===== src/rtl/ir_nec_decoder.sv =====
// NEC infrared remote-control frame decoder.
// Measures burst/space durations in ticks and validates address/command frames.
module ir_nec_decoder #(
    parameter int TICK_CYCLES = 1250,
    parameter int LEAD_MIN    = 160,
    parameter int LEAD_MAX    = 200,
    parameter int HDR_MIN     = 80,
    parameter int HDR_MAX     = 100,
    parameter int RPT_MIN     = 36,
    parameter int RPT_MAX     = 54,
    parameter int BIT_MIN     = 8,
    parameter int BIT_MAX     = 14,
    parameter int ONE_MIN     = 28,
    parameter int ONE_MAX     = 40
) (
    input  logic       Clock,
    input  logic       Reset,
    input  logic       In_Data,
    output logic [7:0] Address,
    output logic [7:0] Command,
    output logic       Valid,
    output logic       Repeat,
    output logic       Error
);

    localparam int PW = (TICK_CYCLES > 1) ? $clog2(TICK_CYCLES) : 1;
    localparam logic [PW-1:0] TICK_LAST = PW'(TICK_CYCLES - 1);

    typedef enum logic [2:0] {
        S_IDLE,
        S_LEAD_BURST,
        S_LEAD_SPACE,
        S_BIT_BURST,
        S_BIT_SPACE,
        S_STOP_BURST,
        S_RPT_STOP
    } state_t;

    state_t          r_state;
    state_t          w_next;
    logic            r_s1, r_s2, r_prev;
    logic [PW-1:0]   r_pre;
    logic [7:0]      r_dur;
    logic [31:0]     r_shift;
    logic [4:0]      r_cnt;
    logic            r_have;
    logic            w_rise, w_fall, w_edge, w_tick;
    logic            w_valid, w_repeat, w_error;
    logic            w_shift, w_bit, w_clr_cnt, w_load, w_cmp_ok;

    function automatic logic in_win(input logic [7:0] d, input int lo, input int hi);
        int dv;
        dv = int'({24'd0, d});
        return (dv >= lo) && (dv <= hi);
    endfunction

    assign w_rise   = r_s2 & ~r_prev;
    assign w_fall   = ~r_s2 & r_prev;
    assign w_edge   = r_s2 ^ r_prev;
    assign w_tick   = (r_pre == TICK_LAST);
    assign w_cmp_ok = (r_shift[15:8] == ~r_shift[7:0]) &&
                      (r_shift[31:24] == ~r_shift[23:16]);

    // Two-flop synchronizer plus delayed copy for edge detection
    always_ff @(posedge Clock) begin
        if (Reset) begin
            r_s1   <= 1'b0;
            r_s2   <= 1'b0;
            r_prev <= 1'b0;
        end else begin
            r_s1   <= In_Data;
            r_s2   <= r_s1;
            r_prev <= r_s2;
        end
    end

    // Free-running tick prescaler and saturating duration counter
    always_ff @(posedge Clock) begin
        if (Reset) begin
            r_pre <= '0;
            r_dur <= '0;
        end else begin
            r_pre <= w_tick ? '0 : r_pre + 1'b1;
            if (w_edge)
                r_dur <= '0;
            else if (w_tick && r_dur != 8'hFF)
                r_dur <= r_dur + 8'd1;
        end
    end

    // FSM state register
    always_ff @(posedge Clock) begin
        if (Reset) r_state <= S_IDLE;
        else       r_state <= w_next;
    end

    // Next-state and strobe decode; each duration judged on the edge ending it
    always_comb begin
        w_next    = r_state;
        w_valid   = 1'b0;
        w_repeat  = 1'b0;
        w_error   = 1'b0;
        w_shift   = 1'b0;
        w_bit     = 1'b0;
        w_clr_cnt = 1'b0;
        w_load    = 1'b0;
        if (r_state != S_IDLE && r_dur == 8'hFF) begin
            w_error = 1'b1;
            w_next  = S_IDLE;
        end else begin
            unique case (r_state)
                S_IDLE: begin
                    if (w_rise) w_next = S_LEAD_BURST;
                end
                S_LEAD_BURST: begin
                    if (w_fall) begin
                        if (in_win(r_dur, LEAD_MIN, LEAD_MAX)) begin
                            w_next = S_LEAD_SPACE;
                        end else begin
                            w_error = 1'b1;
                            w_next  = S_IDLE;
                        end
                    end
                end
                S_LEAD_SPACE: begin
                    if (w_rise) begin
                        if (in_win(r_dur, HDR_MIN, HDR_MAX)) begin
                            w_next    = S_BIT_BURST;
                            w_clr_cnt = 1'b1;
                        end else if (in_win(r_dur, RPT_MIN, RPT_MAX)) begin
                            w_next = S_RPT_STOP;
                        end else begin
                            w_error = 1'b1;
                            w_next  = S_IDLE;
                        end
                    end
                end
                S_BIT_BURST: begin
                    if (w_fall) begin
                        if (in_win(r_dur, BIT_MIN, BIT_MAX)) begin
                            w_next = S_BIT_SPACE;
                        end else begin
                            w_error = 1'b1;
                            w_next  = S_IDLE;
                        end
                    end
                end
                S_BIT_SPACE: begin
                    if (w_rise) begin
                        if (in_win(r_dur, BIT_MIN, BIT_MAX) ||
                            in_win(r_dur, ONE_MIN, ONE_MAX)) begin
                            w_shift = 1'b1;
                            w_bit   = in_win(r_dur, ONE_MIN, ONE_MAX);
                            w_next  = (r_cnt == 5'd31) ? S_STOP_BURST : S_BIT_BURST;
                        end else begin
                            w_error = 1'b1;
                            w_next  = S_IDLE;
                        end
                    end
                end
                S_STOP_BURST: begin
                    if (w_fall) begin
                        w_next = S_IDLE;
                        if (in_win(r_dur, BIT_MIN, BIT_MAX) && w_cmp_ok) begin
                            w_valid = 1'b1;
                            w_load  = 1'b1;
                        end else begin
                            w_error = 1'b1;
                        end
                    end
                end
                S_RPT_STOP: begin
                    if (w_fall) begin
                        w_next = S_IDLE;
                        if (in_win(r_dur, BIT_MIN, BIT_MAX) && r_have)
                            w_repeat = 1'b1;
                        else
                            w_error = 1'b1;
                    end
                end
                default: w_next = S_IDLE;
            endcase
        end
    end

    // Frame datapath, latched outputs and registered strobes
    always_ff @(posedge Clock) begin
        if (Reset) begin
            r_shift <= '0;
            r_cnt   <= '0;
            r_have  <= 1'b0;
            Address <= '0;
            Command <= '0;
            Valid   <= 1'b0;
            Repeat  <= 1'b0;
            Error   <= 1'b0;
        end else begin
            Valid  <= w_valid;
            Repeat <= w_repeat;
            Error  <= w_error;
            if (w_clr_cnt) r_cnt <= '0;
            if (w_shift) begin
                r_shift <= {w_bit, r_shift[31:1]};
                r_cnt   <= r_cnt + 5'd1;
            end
            if (w_load) begin
                Address <= r_shift[7:0];
                Command <= r_shift[23:16];
                r_have  <= 1'b1;
            end
        end
    end

endmodule


===== config.mk =====
export PLATFORM = sky130hd
export DESIGN_NAME = ir_nec_decoder
export DESIGN_NICKNAME = d
export VERILOG_FILES = /design/src/rtl/ir_nec_decoder.sv
export SDC_FILE = /design/constraint.sdc
export NUM_CORES = 1
export LEC_CHECK = 0
export CORE_ASPECT_RATIO = 1.25
export CORE_UTILIZATION = 50
export CTS_CLUSTER_DIAMETER = 30
export DETAILED_ROUTE_END_ITERATION = 7
export GPL_TIMING_DRIVEN = 0
export HOLD_SLACK_MARGIN = 0.06
export PLACE_DENSITY = 0.67
export SYNTH_ARGS = -nofsm -noshare
export SYNTH_HDL_FRONTEND = slang
export SYNTH_SLANG_ARGS = --single-unit

===== constraint.sdc =====
create_clock -name Clock -period 2.4 [get_ports Clock]
set_input_delay 0.24 -clock Clock [delete_from_list [all_inputs] [get_ports Clock]]
set_output_delay 0.24 -clock Clock [all_outputs]
set_load 0.05 [all_outputs]

==> results of run 1 <==
## layer usage
layer  track usage (%)  part of all wire (%)  vias to the layer above
met3             2.946                   3.1                       12
met1             26.88                    45                     1479
met5                 0                     0                        -
met4             9.447                   1.5                        0
met2             38.08                    50                       53
li1                  -                     -                     1609
## cell families after synthesis
family | after synthesis | share of synthesized area [%]
fa+ha+maj | 8 | 2.507
simple gates | 171 | 22.28
flops | 82 | 41.12
mux | 34 | 8.555
buf+inv | 38 | 5.108
xor+xnor | 32 | 7.020
compound gates | 76 | 13.41
## flip-flops by register name, summed over array words and instances, names as in the netlist
register and cells:
Address 8, Command 8, Error 1, Repeat 1
Valid 1, r_cnt 5, r_dur 8, r_have 1
r_pre 11, r_prev 1, r_s1 1, r_s2 1
r_shift 32, r_state 3
## through the flow
stage	power, mW	instances	hold WS (ps)	cell area (sq um)
2_1_floorplan	1.482	441	368.2	3993
3_3_place_gp	1.509	557	421.6	4322
3_5_place_dp	1.511	557	423.9	4322
4_1_cts	2.449	573	443.7	4509
5_1_grt	2.509	573	472.2	4509
6_report	2.418	573	438.3	4509
## placed cells by master (no fill, tap or decap), types with 2 or more instances in the layout
cell type                         count
sky130_fd_sc_hd__a21o_1               2
sky130_fd_sc_hd__a21oi_1             25
sky130_fd_sc_hd__a31oi_1              2
sky130_fd_sc_hd__and2_1               2
sky130_fd_sc_hd__and3_1               3
sky130_fd_sc_hd__and3b_1              2
sky130_fd_sc_hd__and4_1               3
sky130_fd_sc_hd__and4b_1              2
sky130_fd_sc_hd__buf_2                7
sky130_fd_sc_hd__buf_4                4
sky130_fd_sc_hd__buf_6                5
sky130_fd_sc_hd__clkbuf_1            10
sky130_fd_sc_hd__clkbuf_8            11
sky130_fd_sc_hd__clkdlybuf4s50_1     21
sky130_fd_sc_hd__clkinvlp_4           3
sky130_fd_sc_hd__dfxtp_1             82
sky130_fd_sc_hd__ha_1                 8
sky130_fd_sc_hd__inv_1               11
sky130_fd_sc_hd__mux2i_1             33
sky130_fd_sc_hd__nand2_1             15
sky130_fd_sc_hd__nand2b_1            10
sky130_fd_sc_hd__nand3_1             25
sky130_fd_sc_hd__nand4_1              8
sky130_fd_sc_hd__nor2_1              67
sky130_fd_sc_hd__nor2_2               3
sky130_fd_sc_hd__nor2b_1              8
sky130_fd_sc_hd__nor3_1               6
sky130_fd_sc_hd__nor4_1               6
sky130_fd_sc_hd__nor4_2               2
sky130_fd_sc_hd__o21a_1               2
sky130_fd_sc_hd__o21ai_0              2
sky130_fd_sc_hd__o21ai_1             18
sky130_fd_sc_hd__o2bb2ai_1            5
sky130_fd_sc_hd__o31ai_1              2
sky130_fd_sc_hd__or3_1                4
sky130_fd_sc_hd__xnor2_1             24
sky130_fd_sc_hd__xor2_1               8
## where the power goes
part | switching [mW] | total (mW) | internal, mW
combinational | 0.0676 | 0.103 | 0.0353
sequential | 0.00835 | 1.38 | 1.37
clock | 0.505 | 0.939 | 0.434
total | 0.581 | 2.42 | 1.84
## how the worst min path moves through the flow
| stage | from | to | slack (ps) |
|---|---|---|---|
| final | r_s1$_SDFF_PP0_ | r_s2$_SDFF_PP0_ | 440 |
| after global routing | In_Data | r_s1$_SDFF_PP0_ | 470 |
| after global placement | r_s1$_SDFF_PP0_ | r_s2$_SDFF_PP0_ | 420 |
| after detailed placement | r_s1$_SDFF_PP0_ | r_s2$_SDFF_PP0_ | 420 |
| after floorplan | In_Data | r_s1$_SDFF_PP0_ | 370 |
| after CTS | r_s1$_SDFF_PP0_ | r_s2$_SDFF_PP0_ | 440 |
## cells in the mapped netlist, types with 3 or more instances
cell type / number / area, sq um
sky130_fd_sc_hd__dfxtp_1: 82 / 1642
sky130_fd_sc_hd__buf_4: 4 / 30.03
sky130_fd_sc_hd__inv_1: 11 / 41.29
sky130_fd_sc_hd__nand3_1: 25 / 125.1
sky130_fd_sc_hd__mux2i_1: 33 / 330.3
sky130_fd_sc_hd__buf_2: 7 / 35.03
sky130_fd_sc_hd__nor4_1: 6 / 37.54
sky130_fd_sc_hd__or3_1: 4 / 25.02
sky130_fd_sc_hd__and4_1: 3 / 26.28
sky130_fd_sc_hd__o21ai_1: 18 / 90.09
sky130_fd_sc_hd__xor2_1: 8 / 70.07
sky130_fd_sc_hd__nand2_1: 15 / 56.30
sky130_fd_sc_hd__ha_1: 8 / 100.1
sky130_fd_sc_hd__xnor2_1: 24 / 210.2
sky130_fd_sc_hd__clkbuf_1: 10 / 37.54
sky130_fd_sc_hd__and3_1: 3 / 18.77
sky130_fd_sc_hd__buf_6: 5 / 56.30
sky130_fd_sc_hd__nand4_1: 8 / 50.05
sky130_fd_sc_hd__nor2b_1: 8 / 50.05
sky130_fd_sc_hd__nor2_2: 3 / 18.77
sky130_fd_sc_hd__nor3_1: 6 / 30.03
sky130_fd_sc_hd__nor2_1: 67 / 251.5
sky130_fd_sc_hd__nand2b_1: 10 / 62.56
sky130_fd_sc_hd__a21oi_1: 25 / 125.1
sky130_fd_sc_hd__o2bb2ai_1: 5 / 43.79
## area by class of cell
class,instances,area [sq um],area share (%)
timing repair buffer,21,210.2,4.662
tap,95,118.9,2.636
multi-input combinational,321,2147,47.61
inverter,11,41.29,0.9157
sequential,82,1642,36.40
clock inverter,5,36.28,0.8047
clock buffer,11,151.4,3.357
buffer,27,162.7,3.607
==> results.md, run 1 <==
| Parameter | This run |
|:---|:---|
| Run status | complete, no violations |
| Fmax | 489.9 MHz |
| Max-cap check violation count | 0 |
| Layout cell share with drive strength beyond 1 | 10.04% |
| GR Overflow Total | 0 |
| Family with the most delay on the worst path | flip-flops |
| Post-cts sizing count | 0 |
| Routed wire length | 8408 microns |
| Clock transition time at the flip-flop clock pins of the worst setup and hold paths | 80 ps |
| Gate Count Post-Synth | 441 |
| Starting utilization of the core area | 51.53% |
| Delay of the slowest critical-path stage | 490 ps |
| Shortest clock period the worst path allows after layout | 2041 ps |
| Hold path cells | 1 |
| Slew Limit Fails | 0 |
| Vias per cell | 5.503 |
| Worst IR Drop VDD | 0.3604 mV |
| Count of final hold-check violations | 0 |
| Fill cell total of the finished layout | 706 |
| I/O pin count | 22 |
| Power density relative to cell area | 536.1 nW/um^2 |
| CP Capture Point | r_shift[14]$_SDFFE_PP0P_ |
| Average cell area after synthesis | 9.053 sq um |
| Global routing usage summed across all routing layers | 21.99% |
| Detailed router's first-iteration violation count | 274 |
| Number of unique standard cell types used by synthesis | 59 |
| DP Worst Slack | 331.8 ps |
| Net count after synthesis | 452 |
| Crit-path slowest cell | sky130_fd_sc_hd__dfxtp_1 |
| Die boundary width | 81.93 microns |
| Pin count of the biggest net entering global routing | 15 |
| Stages on the worst setup path | 7 |
| Worst Setup Slack, final | 358.6 ps |
| Setup TNS Final | 0 ps |
| Total number of H-tree levels | 3 |
| Clock Path Buffers | 2 |
| Number of enable-type register cells in the synthesized netlist | 0 |
| Buffers on Ports | 21 |
| Count of warnings emitted by yosys | 0 |
| Die Y | 101.9 microns |
| Worst setup startpoint | r_dur[0]$_SDFFE_PP0P_ |
| Post-synth design cell area | 3993 sq um |
| Layout Nets | 484 |
| Most frequently used flop master after synthesis | sky130_fd_sc_hd__dfxtp_1 |
| Die footprint | 8349 sq um |
| Num CTS Buffers | 9 |
| Crit Reg-Reg Endpoint | r_shift[14]$_SDFFE_PP0P_ |
| Crit path cell chain | ha_1 -> and3_1 -> a31oi_4 -> o211ai_4 -> buf_6 -> mux2i_1 -> nor2_1 |
| Root buf cell | sky130_fd_sc_hd__clkbuf_8 |
| Number of setup violations in the final report | 0 |
| Insertion delay of the later-clocked pin in the worst-skew pair | 350 ps |
| Area Overhead vs Synth | 12.94% |
| Remaining number of nets flagged by the antenna check after routing | 0 |
| Worst clock skew | 5.696 ps |
| Class of the most critical setup path | flip-flop to flip-flop |
| Endpoint arrival time on the critical path | 2270 ps |
| Placer congestion estimate | 0.9060 |
| Vias in the first global route | 2998 |
| Worst reg2reg startpoint | r_dur[0]$_SDFFE_PP0P_ |
| Hold buffer count at CTS | 0 |
| Register-to-Register Setup Slack | 360 ps |
| Tightest Hold Check Type | flip-flop to flip-flop |
| Final worst path period share | 85.06% |
| Tightest slew margin relative to the limit | 65.31% |
| CP bufs+invs | 1 |
| CORE AREA | 7747 sq um |
| Proportion of synthesized chip area in sequential cells | 41.12% |
| Worst slew pin tran | 520.3 ps |
| CTS sink cnt | 82 |
| Row count | 36 |
| Endpoint class of the critical path | flip-flop |
| Register-to-Register Path Depth | 7 |
| Largest fanout of any net on the critical path | 10 |
| Antenna fix cells | 0 |
| Post CTS Setup Buffer Count | 0 |
| #FFs+latches synth | 82 |
| Required @ worst endpoint | 2630 ps |
| Type of origin of the critical path | flip-flop |
| CTS tree | yes |
| Routed length per instance | 14.67 microns |
| Static Leak | 1.769 nW |
| Final core utilization | 58.20% |
| Unrepaired setup endpoints after global routing | false |
| Global-route wire length before repair | 14090 microns |
| Initial antenna violation count | 0 |
| Via count | 3153 |
| 1st-pass router iterations | 4 |
| Async S/R FF share, synth | 0% |
| Half-perimeter wire length after placement | 6252 microns |
| Remaining DRCs | 0 |
No activity file was read; power rests on OpenSTA's default activity.
==> run 2, diff against run 1 <==
- GPL_TIMING_DRIVEN: 0 -> not set
==> results.md, run 2 (synthesis gave the netlist of run 1 again) <==
| Parameter | This run |
|:---|:---|
| Run status | complete, no violations |
| CORE AREA | 7747 sq um |
| Global-route wire length before repair | 13460 microns |
| Final worst path period share | 87.76% |
| Antenna fix cells | 0 |
| Insertion delay of the later-clocked pin in the worst-skew pair | 360 ps |
| Largest fanout of any net on the critical path | 17 |
| Pin count of the biggest net entering global routing | 41 |
| Class of the most critical setup path | flip-flop to flip-flop |
| Unrepaired setup endpoints after global routing | false |
| Routed wire length | 7999 microns |
| Power density relative to cell area | 530.6 nW/um^2 |
| Tightest Hold Check Type | primary input to flip-flop |
| Shortest clock period the worst path allows after layout | 2106 ps |
| Worst IR Drop VDD | 0.3024 mV |
| Setup TNS Final | 0 ps |
| Layout cell share with drive strength beyond 1 | 8.497% |
| Worst clock skew | 6.610 ps |
| Hold buffer count at CTS | 0 |
| Worst reg2reg startpoint | r_state[2]$_SDFFE_PP0P_ |
| Placer congestion estimate | 0.8170 |
| Remaining DRCs | 0 |
| Buffers on Ports | 21 |
| Commonest cells after routing, fill and taps aside | sky130_fd_sc_hd__dfxtp_1, sky130_fd_sc_hd__nor2_1, sky130_fd_sc_hd__mux2i_1 |
| Die footprint | 8349 sq um |
| Clock transition time at the flip-flop clock pins of the worst setup and hold paths | 80 ps |
| Via count | 3043 |
| Clock Path Buffers | 2 |
| Half-perimeter wire length after placement | 5665 microns |
| Global routing usage summed across all routing layers | 21.07% |
| Required @ worst endpoint | 2630 ps |
| Worst setup startpoint | r_state[2]$_SDFFE_PP0P_ |
| CTS sink cnt | 82 |
| Worst slew pin tran | 612.3 ps |
| Fmax | 474.8 MHz |
| Die Y | 101.9 microns |
| Initial antenna violation count | 0 |
| Max-cap check violation count | 0 |
| 1st-pass router iterations | 4 |
| Post CTS Setup Buffer Count | 0 |
| Biggest registers after layout | r_shift (32), r_pre (11) |
| Endpoint arrival time on the critical path | 2340 ps |
| Worst hold margin | 401.0 ps |
| Vias in the first global route | 2850 |
| Vias per cell | 5.493 |
| CTS tree | yes |
| Number of setup violations in the final report | 0 |
| Most common cell after layout, fill and taps aside | sky130_fd_sc_hd__dfxtp_1 |
| Row count | 36 |
| Starting utilization of the core area | 51.53% |
| Startpoint of the most critical hold path | Reset |
| Largest reg by FF count | r_shift |
| Area Overhead vs Synth | 9.934% |
| Remaining number of nets flagged by the antenna check after routing | 0 |
| Type of origin of the critical path | flip-flop |
| Slew Limit Fails | 0 |
| Count of final hold-check violations | 0 |
| Flip-flop count of the largest register, all copies and words added | 32 |
| Static Leak | 1.712 nW |
| Detailed router's first-iteration violation count | 155 |
| Layout Nets | 465 |
| GR Overflow Total | 0 |
| Num CTS Buffers | 9 |
| Routed length per instance | 14.44 microns |
| Endpoint class of the critical path | flip-flop |
| Post-cts sizing count | 0 |
| Total number of H-tree levels | 3 |
| Tightest slew margin relative to the limit | 58.12% |
| Root buf cell | sky130_fd_sc_hd__clkbuf_8 |
| Die boundary width | 81.93 microns |
| I/O pin count | 22 |
[run 2: changes by cell type in the layout (fill, tap and decap cells not counted), moves of 2 or more]
cell	before	now
sky130_fd_sc_hd__clkbuf_1	10	2
sky130_fd_sc_hd__clkinvlp_4	3	1
sky130_fd_sc_hd__clkbuf_8	11	9
sky130_fd_sc_hd__buf_4	4	7
sky130_fd_sc_hd__buf_6	5	0
sky130_fd_sc_hd__clkinv_2	1	3
sky130_fd_sc_hd__buf_2	7	1
[run 2: path summary, 6_finish.rpt]
path | depth (start not counted) | slack (ps) | endpoint
worst min register to register | 2 | 470 | r_prev$_SDFF_PP0_
worst max-delay path | 5 | 290 | Address[1]$_SDFFE_PP0P_
worst min-delay path | 3 | 400 | r_shift[13]$_SDFFE_PP0P_
worst max register to register | 5 | 290 | Address[1]$_SDFFE_PP0P_
[run 2: stage by stage]
stage	util (%)	instances	power (mW)	worst slack, ps	cell area [sq um]
2_1_floorplan	-	441	1.482	627.0	3993
3_3_place_gp	54.55	538	1.503	363.3	4227
3_5_place_dp	54.55	538	1.504	329.5	4227
4_1_cts	56.65	554	2.357	317.1	4389
5_1_grt	56.65	554	2.432	123.6	4389
6_report	56.65	554	2.329	293.7	4389
[run 2: critical path, stage by stage, from the launching register on]
cell,delay [ps]
sky130_fd_sc_hd__dfxtp_1,680
sky130_fd_sc_hd__nor2b_1,330
sky130_fd_sc_hd__nand3_1,210
sky130_fd_sc_hd__or2_1,470
sky130_fd_sc_hd__o21ai_1,210
sky130_fd_sc_hd__a21oi_1,80
[run 2: where the power goes]
part / leakage [nW] / internal, mW / switching, mW
combinational: 0.967 / 0.0328 / 0.0570
clock: 0.0831 / 0.372 / 0.483
sequential: 0.662 / 1.37 / 0.0161
total: 1.71 / 1.77 / 0.556
[run 2: metal layers]
| metal | GRT usage [%] | vias to the layer above | wire (microns) |
|---|---|---|---|
| met5 | 0 | - | 0 |
| met4 | 8.907 | 0 | 139 |
| met1 | 26.71 | 1417 | 3816 |
| met3 | 4.554 | 12 | 227 |
| li1 | - | 1570 | - |
| met2 | 34.20 | 44 | 3815 |
[run 2: cell type report]
type                       instances  area, sq um
fill                             730         3358
multi-input combinational        321         2147
sequential                        82         1642
timing repair buffer              29        277.8
clock buffer                      11        131.4
tap                               95        118.9
inverter                          11        41.29
clock inverter                     5        31.28
==> run 3, diff against run 2 <==
- CORE_MARGIN: not set -> 10
- HOLD_SLACK_MARGIN: 0.06 -> not set
- RECOVER_POWER: not set -> 100
==> results.md, run 3 (synthesis gave the netlist of run 1 again) <==
| Parameter | This run |
|:---|:---|
| Final Non-Filler Cells | 559 |
| Area Overhead vs Synth | 10.34% |
| Pin count of the biggest net entering global routing | 70 |
| Die footprint | 11980 sq um |
| Setup TNS Final | 0 ps |
| Detailed router's first-iteration violation count | 194 |
| Clock transition time at the flip-flop clock pins of the worst setup and hold paths | 80 ps |
| Largest reg by FF count | r_shift |
| Commonest cells after routing, fill and taps aside | sky130_fd_sc_hd__dfxtp_1, sky130_fd_sc_hd__nor2_1, sky130_fd_sc_hd__mux2i_1 |
| Count of final hold-check violations | 0 |
| Buffers on Ports | 21 |
| Required @ worst endpoint | 2650 ps |
| Row count | 36 |
| Flip-flop count of the largest register, all copies and words added | 32 |
| Die Y | 119.9 microns |
| Routed length per instance | 14.45 microns |
| Global-route wire length before repair | 14250 microns |
| Final worst path period share | 89.79% |
| Antenna fix cells | 0 |
| Static Leak | 1.810 nW |
| CORE AREA | 7792 sq um |
| Remaining DRCs | 0 |
| Endpoint class of the critical path | flip-flop |
| Shortest clock period the worst path allows after layout | 2155 ps |
| Most common cell after layout, fill and taps aside | sky130_fd_sc_hd__dfxtp_1 |
| Root buf cell | sky130_fd_sc_hd__clkbuf_8 |
| Biggest registers after layout | r_shift (32), r_pre (11) |
| Worst slew pin tran | 672.5 ps |
| Placer congestion estimate | 0.8469 |
| Number of instances in the placed design | 543 |
| Type of origin of the critical path | flip-flop |
| Initial antenna violation count | 0 |
| Layout cell share with drive strength beyond 1 | 8.405% |
| Fmax | 464.0 MHz |
| Tightest slew margin relative to the limit | 55.17% |
| Global routing usage summed across all routing layers | 14.30% |
| Routed wire length | 8077 microns |
| Worst IR Drop VDD | 0.3781 mV |
| Remaining number of nets flagged by the antenna check after routing | 0 |
| Total power | 2.360 mW |
| Power density relative to cell area | 535.6 nW/um^2 |
| Max-cap check violation count | 0 |
| CTS tree | yes |
| Insertion delay of the later-clocked pin in the worst-skew pair | 360 ps |
| Num CTS Buffers | 9 |
| Largest fanout of any net on the critical path | 14 |
| Number of setup violations in the final report | 0 |
| Tightest Hold Check Type | primary input to flip-flop |
| Die boundary width | 99.93 microns |
| Half-perimeter wire length after placement | 5947 microns |
| Vias per cell | 5.487 |
| Starting utilization of the core area | 51.24% |
| 1st-pass router iterations | 4 |
| Layout Nets | 470 |
| Clock Path Buffers | 2 |
| Endpoint arrival time on the critical path | 2400 ps |
| Via count | 3067 |
| Post CTS Setup Buffer Count | 0 |
| Slew Limit Fails | 0 |
| GR Overflow Total | 0 |
| Vias in the first global route | 3057 |
| CTS sink cnt | 82 |
| Unrepaired setup endpoints after global routing | false |
| Run status | complete, no violations |
| Total number of H-tree levels | 3 |
| Post-cts sizing count | 0 |
| Worst clock skew | 8.992 ps |
| Hold buffer count at CTS | 0 |
| Class of the most critical setup path | flip-flop to flip-flop |
| I/O pin count | 22 |
| Fill cell total of the finished layout | 701 |
run 3: area by class of cell:
class / count / area [sq um] / area share (%)
clock buffers: 10 / 127.6 / 2.897
clock inverters: 6 / 41.29 / 0.9372
inverters: 11 / 41.29 / 0.9372
multi-input cells: 321 / 2120 / 48.11
flip-flops and latches: 82 / 1642 / 37.26
well taps: 95 / 118.9 / 2.698
repair buffers: 34 / 315.3 / 7.157
run 3: metrics by stage:
stage | worst slack (ps) | utilization [%] | instance area, sq um | hold WS (ps)
6_report | 245.0 | 56.54 | 4405 | 356.6
5_1_grt | 84.68 | 56.54 | 4405 | 378.4
4_1_cts | 327.6 | 57.05 | 4446 | 353.6
3_5_place_dp | 342.5 | 54.88 | 4277 | 426.2
3_3_place_gp | 422.1 | 54.88 | 4277 | 419.2
2_1_floorplan | 627.0 | - | 3993 | 368.2
run 3: layer usage:
| metal | up-vias | share of wire, % | track usage [%] |
|---|---|---|---|
| met3 | 9 | 3.9 | 3.731 |
| met4 | 0 | 1.6 | 6.373 |
| met2 | 36 | 49 | 23.62 |
| met1 | 1439 | 45 | 16.90 |
| met5 | - | 0 | 0 |
| li1 | 1583 | - | - |
run 3: path summary, 6_finish.rpt:
check	slack, ps	to	cells past startpoint	start
setup / recovery	250	r_shift[16]$_SDFFE_PP0P_	7	r_dur[0]$_SDFFE_PP0P_
hold / removal	360	r_have$_SDFFE_PP0P_	3	Reset
setup reg to reg	250	r_shift[16]$_SDFFE_PP0P_	7	r_dur[0]$_SDFFE_PP0P_
hold reg to reg	440	r_s2$_SDFF_PP0_	1	r_s1$_SDFF_PP0_
run 3: power by group:
part | leakage, nW | total (mW) | switching [mW] | internal (mW)
clock network | 0.0908 | 0.890 | 0.511 | 0.380
logic | 1.06 | 0.0879 | 0.0545 | 0.0334
registers | 0.662 | 1.38 | 0.0136 | 1.37
total | 1.81 | 2.36 | 0.579 | 1.78
run 3: critical path: stages, from the launching register on:
cell	delay, ps
sky130_fd_sc_hd__dfxtp_1	480
sky130_fd_sc_hd__ha_1	250
sky130_fd_sc_hd__and3_1	250
sky130_fd_sc_hd__a31oi_4	140
sky130_fd_sc_hd__o211ai_4	300
sky130_fd_sc_hd__clkbuf_2	350
sky130_fd_sc_hd__mux2i_1	220
sky130_fd_sc_hd__nor2_1	50
